## src/rtl/pulse_detector.sv

```systemverilog
// Synchronizes an asynchronous pulse input and emits a single registered pulse
// a programmable number of clock cycles after each detected rising edge.
module pulse_detector #(
  parameter int unsigned DELAY_W = 8
) (
  input  logic               clk,
  input  logic               reset,
  input  logic               sig_in,
  input  logic [DELAY_W-1:0] delay,
  output logic               sig_out
);

  localparam logic [1:0] StIdle = 2'd0;
  localparam logic [1:0] StWait = 2'd1;
  localparam logic [1:0] StFire = 2'd2;

  logic               s1, s2, s3;
  logic               rise;
  logic [1:0]         state_q, state_d;
  logic [DELAY_W-1:0] count_q, count_d;
  logic               sig_out_q;

  // s1/s2 form the synchronizer; s3 only exists to detect the s2 edge.
  always_ff @(posedge clk or negedge reset) begin
    if (!reset) begin
      s1 <= 1'b0;
      s2 <= 1'b0;
      s3 <= 1'b0;
    end else begin
      s1 <= sig_in;
      s2 <= s1;
      s3 <= s2;
    end
  end

  assign rise = s2 & ~s3;

  always_comb begin
    state_d = state_q;
    count_d = count_q;
    case (state_q)
      StIdle: begin
        if (rise) begin
          if (delay == '0) begin
            state_d = StFire;
          end else begin
            count_d = delay;
            state_d = StWait;
          end
        end
      end
      StWait: begin
        if (count_q != '0) begin
          count_d = count_q - 1'b1;
        end
        // A zero count here is unreachable; fire anyway rather than stall.
        if (count_q <= DELAY_W'(1)) begin
          state_d = StFire;
        end
      end
      StFire: begin
        state_d = StIdle;
      end
      default: begin
        state_d = StIdle;
      end
    endcase
  end

  always_ff @(posedge clk or negedge reset) begin
    if (!reset) begin
      state_q   <= StIdle;
      count_q   <= '0;
      sig_out_q <= 1'b0;
    end else begin
      state_q   <= state_d;
      count_q   <= count_d;
      // Registered alongside the state so the output is high exactly in StFire.
      sig_out_q <= (state_d == StFire);
    end
  end

  assign sig_out = sig_out_q;

endmodule

```

## config.mk

```make
export PLATFORM = sky130hd
export DESIGN_NAME = pulse_detector
export DESIGN_NICKNAME = d
export VERILOG_FILES = /design/src/rtl/pulse_detector.sv
export SDC_FILE = /design/constraint.sdc
export NUM_CORES = 1
export LEC_CHECK = 0
export BUFFER_PORTS_ARGS = -buffer_cell sky130_fd_sc_hd__buf_4
export CAP_MARGIN = 40
export CORE_AREA = 8 8 49 51
export CTS_BUF_LIST = sky130_fd_sc_hd__clkbuf_4 sky130_fd_sc_hd__clkbuf_8
export DETAILED_ROUTE_END_ITERATION = 7
export DIE_AREA = 0 0 57 59
export PLACE_DENSITY_LB_ADDON = 0.15
export SKIP_LAST_GASP = 1
export SYNTH_ARGS = -nofsm -noshare
export SYNTH_HDL_FRONTEND = slang
export SYNTH_SLANG_ARGS = --single-unit
```

## constraint.sdc

```tcl
create_clock -name clk -period 5.06 [get_ports clk]
set_input_delay 0.506 -clock clk [delete_from_list [all_inputs] [get_ports clk]]
set_output_delay 0.506 -clock clk [all_outputs]
set_load 0.01 [all_outputs]
```

After elaboration in Yosys (flattened, before gate mapping)
Cells that the tools add are included.

Equality and inequality tests: 5. Muxes and demuxes: 8. Reductions and logical operators: 5. Add/sub/neg operators: 1. Magnitude comparators: 1. Bitwise gates (word level): 2.

Operators with widths (number): 2-to-1 mux 8 bit (3); case mux 8 bit (2 select lines) (1); <= comparator 8 x 1 -> 1 bit, second input constant (1); zero test 8 bit (1); nonzero test 8 bit (1); subtractor 8 x 1 -> 8 bit, second input constant (1); 2-to-1 mux 2 bit (3); inequality test 2 bit, second input constant (3); case mux 2 bit (2 select lines) (1); AND reduction 4 bit (1); equality test 2 x 1 -> 1 bit, second input constant (1); equality test 2 bit, second input constant (1); zero test 2 bit (1); nonzero test 2 bit (1); AND 1 bit (1); inverter 1 bit (1).

Word-level logic and storage cells: 28. Output and inout port bits: 1. Bits of input ports: 11. Bits in registers: 14.

Longest topological paths before layout
Depth in word-level cells: 5. Depth in mapped cells: 6. Mapped depth without buffers: 6.

Worst setup path before layout
OpenSTA, ideal clock, no wires.

Kind: flip-flop to flip-flop. Start point: reg count_q[0]. End point: reg count_q[6]. Cell stages (with the launch flop): 7. Path slack: 3.444 ns. Library setup time: 0.122 ns. Buffers on the path: 0. Required time: 4.938 ns. Period minus slack after synthesis: 1.616 ns. Arrival time: 1.494 ns. Cell sequence: dfrtp_1 inv_1 ha_1 or3b_2 nor3_1 o22ai_1 o2bb2ai_1.

Longest elaborated chain between the ends: 3. Elaborated cells on any way between the ends: 6. Those cells by class: 1 x add/sub; 1 x eq/ne; 2 x mux; 2 x reduce/logical.

RTL lines: from (decl) (RTL line 20) `logic [DELAY_W-1:0] count_q, count_d;`; from (signal assigned) (RTL line 77) `count_q <= count_d;`; subtractor 8 x 1 -> 8 bit / nonzero test 8 bit (equally long branches) (RTL line 54, 53); 2-to-1 mux 8 bit / inequality test 2 bit (equally long branches); case mux 8 bit (2 select lines) / AND reduction 4 bit (equally long branches).

Parallel ways exist; a longest one is shown, timed or not. The select of a mux whose other input is x is not followed. A chain may end at the register's enable or synchronous reset.

Worst setup path in the final report
Start point: reg state_q[1]. End point: reg count_q[7].

Longest elaborated chain between the ends: 3. Elaborated cells on any way between the ends: 8. Those cells by class: 4 x eq/ne; 1 x mux; 3 x reduce/logical.

RTL lines: from (decl) (RTL line 19) `logic [1:0] state_q, state_d;`; from (signal assigned) (RTL line 72) `state_q <= StIdle;`; from (signal assigned) (RTL line 76) `state_q <= state_d;`; equality test 2 x 1 -> 1 bit / zero test 2 bit (equally long branches) (RTL line 41) `case (state_q)`; inequality test 2 bit (no source line) / nonzero test 2 bit (equally long branches); AND reduction 4 bit (no source line).

Parallel ways exist; a longest one is shown, timed or not.

==> run metrics <==
Tcrit/Tclk final 36.67%; DR vias 675; post_cts resized 0; fmax 539.0 MHz; die footprint 0.003363 mm^2; clk root buf clkbuf_4; global-route wire length before repair 2953 um; Layout Skew 0.009200 ns; CP Data Required Time 5.23 ns; final max-slew violation count 0; critical path type register to register; Port-buffer cells 11; FP Rows 15; top post-synthesis cells by area dfrtp_1, o2bb2ai_1, o22ai_1, nor4_4, ha_1; Final nets 103; synthesized flop and latch total 14; die width ~57 um; initial antenna violation count 0; worst hold path class input port to async pin; P&R area growth vs syn 11.01%; CTS buffer count 3; r2r setup slk ~3.2 ns; sequential area share after synthesis between 40% and 50%; dpl cell area 922.1 um^2; Post-Place Cells 101; grt met1 use between 10% and 20%; DP HPWL 1253 um; routed vias/inst 6.429; share of post-route cells with drive strength above 1 between 30% and 40%; Clock Sinks 14; Post-Syn Instances 78; Synth top area share 40.58%; RePlAce Congestion 0.8147; initial DRC count 22; Die Y 59 um; status completed; Crit Reg-Reg Endpoint count_q[7]$_DFFE_PN0P_; post-CTS setup buffer count 0; drt drc 0; CP peak stage delay 0.53 ns; Hold Vio Cnt, Final 0; Reg2Reg Depth 4; Power Total approximately 0.00057 W; Post-synth ARST share 100.0%; PD cells 596.7 mW/mm^2; max-cap check violation count 0; critical path peak fanout 23; Synth area leader dfrtp_1; Fin Setup TNS 0 ns; Synth cell types 31; hold buffers post-CTS 0; Crit Reg-Reg Startpoint state_q[1]$_DFF_PN0_; CTS tree done; crit end category register; most frequent cell after synthesis dfrtp_1; Diodes inserted 0; I/O pins 12; All-Layer GR Usage 11.18%; core box area 0.001652 mm^2; mapped cell area 863.3 um^2; final setup fails 0; H-tree depth 1; total wire length 1663 um; Commonest cells post-synth dfrtp_1, o22ai_1, o2bb2ai_1; number of synthesized flops with an enable pin 0; Leakage Power between 0.3 and 0.4 nW; CP Data Arrival Time 2.03 ns; design area around 960 um^2; relative slew slack 43.09%; crit path cell chain nand2b_1, a31oi_4, o22ai_1, o2bb2ai_1; GRT Max-Usage Layer met2; grt total ovfl 0; clock latency on the worst-skew pair 0.28 ns; CP Launch Type register; Worst-Margin Slew 0.8536 ns; Starting Density 52.27%; Fill cells roughly 150; hold_ws 0.05069 ns; largest net degree at the start of global routing 24; Tmin final ~1.9 ns; number of global-route vias before repair 657; VDD IR max 0.0003129 V; M3 GR Usage 3.863%; clock transition at the registers of the reported paths 0.09 ns; Synth Flop Type dfrtp_1; synth warn 0; routed length per instance about 16 um; Mapped Avg Cell Area 11.07 um^2; RSZ-0062 raised after global routing false; Post-Layout Cell Count 105; Syn Nets slightly above 90; DRT Pass-1 Iters 4; met2 usage in global routing about 16%; Routed Antenna Nets 0; Clock Tree Buf Depth 2; slowest CP cell nand2b_1
-- sequential cells by signal, summed over array words and instances, names as in the netlist --
| register | cells |
|---|---|
| s1 | 1 |
| s3 | 1 |
| count_q | 8 |
| s2 | 1 |
| state_q | 2 |
| sig_out | 1 |
-- routing by layer --
metal	share of wire [%]	wire, um	vias to the layer above
met2	44	731	22
met1	47	781	326
li1	-	-	323
met3	7.0	117	4
met5	0	0	-
met4	2.0	33	0
-- critical path: cells and delay by family, from the launching register on --
kind,cells,cell delay (ns)
DFF,1,0.40
AOI/OAI and AO/OA,3,0.81
and+or+nand+nor,1,0.53
-- layout by cell type, fill, tap and decap left out --
cell type / n
nor2_1: 5
or3_1: 2
nor3b_1: 1
clkbuf_4: 3
dfrtp_1: 14
mux2i_1: 1
o21ai_1: 1
inv_1: 2
o2bb2ai_1: 6
nor4_1: 1
nand3_1: 2
or4_4: 1
o211ai_1: 2
buf_4: 11
nand2b_1: 1
a21oi_4: 1
and2b_2: 1
a22oi_1: 2
or4b_4: 1
a21oi_1: 5
nor4_4: 2
a21o_2: 1
nor4_2: 2
a31oi_4: 1
nor2_4: 1
ha_1: 3
or3b_2: 1
nand2_1: 2
nor3_1: 4
o22ai_1: 7
clkbuf_8: 1
-- worst max-delay path by stage --
stage                                 startpoint                      to  slack [ns]  depth (start not counted)
after global routing        state_q[1]$_DFF_PN0_  count_q[7]$_DFFE_PN0P_        3.08                          4
after detailed placement    state_q[1]$_DFF_PN0_  count_q[7]$_DFFE_PN0P_        3.24                          4
after global placement      state_q[1]$_DFF_PN0_  count_q[7]$_DFFE_PN0P_        3.24                          4
after floorplan           count_q[0]$_DFFE_PN0P_  count_q[6]$_DFFE_PN0P_        3.44                          6
final                       state_q[1]$_DFF_PN0_  count_q[7]$_DFFE_PN0P_        3.20                          4
after CTS                   state_q[1]$_DFF_PN0_  count_q[7]$_DFFE_PN0P_        3.22                          4
-- per-stage QoR --
| step | setup WS [ns] | util (%) |
|---|---|---|
| 6_report | 3.205 | 58.03 |
| 3_5_place_dp | 3.243 | 55.83 |
| 3_3_place_gp | 3.237 | 55.83 |
| 5_1_grt | 3.076 | 58.03 |
| 4_1_cts | 3.224 | 58.03 |
| 2_1_floorplan | 3.444 | - |
-- final cells by class --
type / instances / area (um^2) / share of cell area, %
Clock buffer: 4 / 36.28 / 3.786
Inverter: 2 / 7.507 / 0.7833
Multi-Input combinational cell: 57 / 460.4 / 48.04
Sequential cell: 14 / 350.3 / 36.55
Tap cell: 17 / 21.27 / 2.219
Timing Repair Buffer: 11 / 82.58 / 8.616
-- power breakdown --
group / leakage (nW) / internal [W] / total, W / switching [W]
combinational: 0.188 / 0.000127 / 0.000284 / 0.000157
sequential: 0.172 / 0.000153 / 0.000207 / 0.0000545
clock: 0.0210 / 0.0000438 / 0.0000811 / 0.0000373
total: 0.381 / 0.000323 / 0.000572 / 0.000249
-- kinds of logic after synthesis --
logic type	count (synthesis)	share of synthesized area [%]
simple gates	27	24.35
compound gates	26	23.48
flops	14	40.58
buf+inv	7	6.087
fa+ha+maj	3	4.348
mux	1	1.159
(Power assumes the default switching activity.)
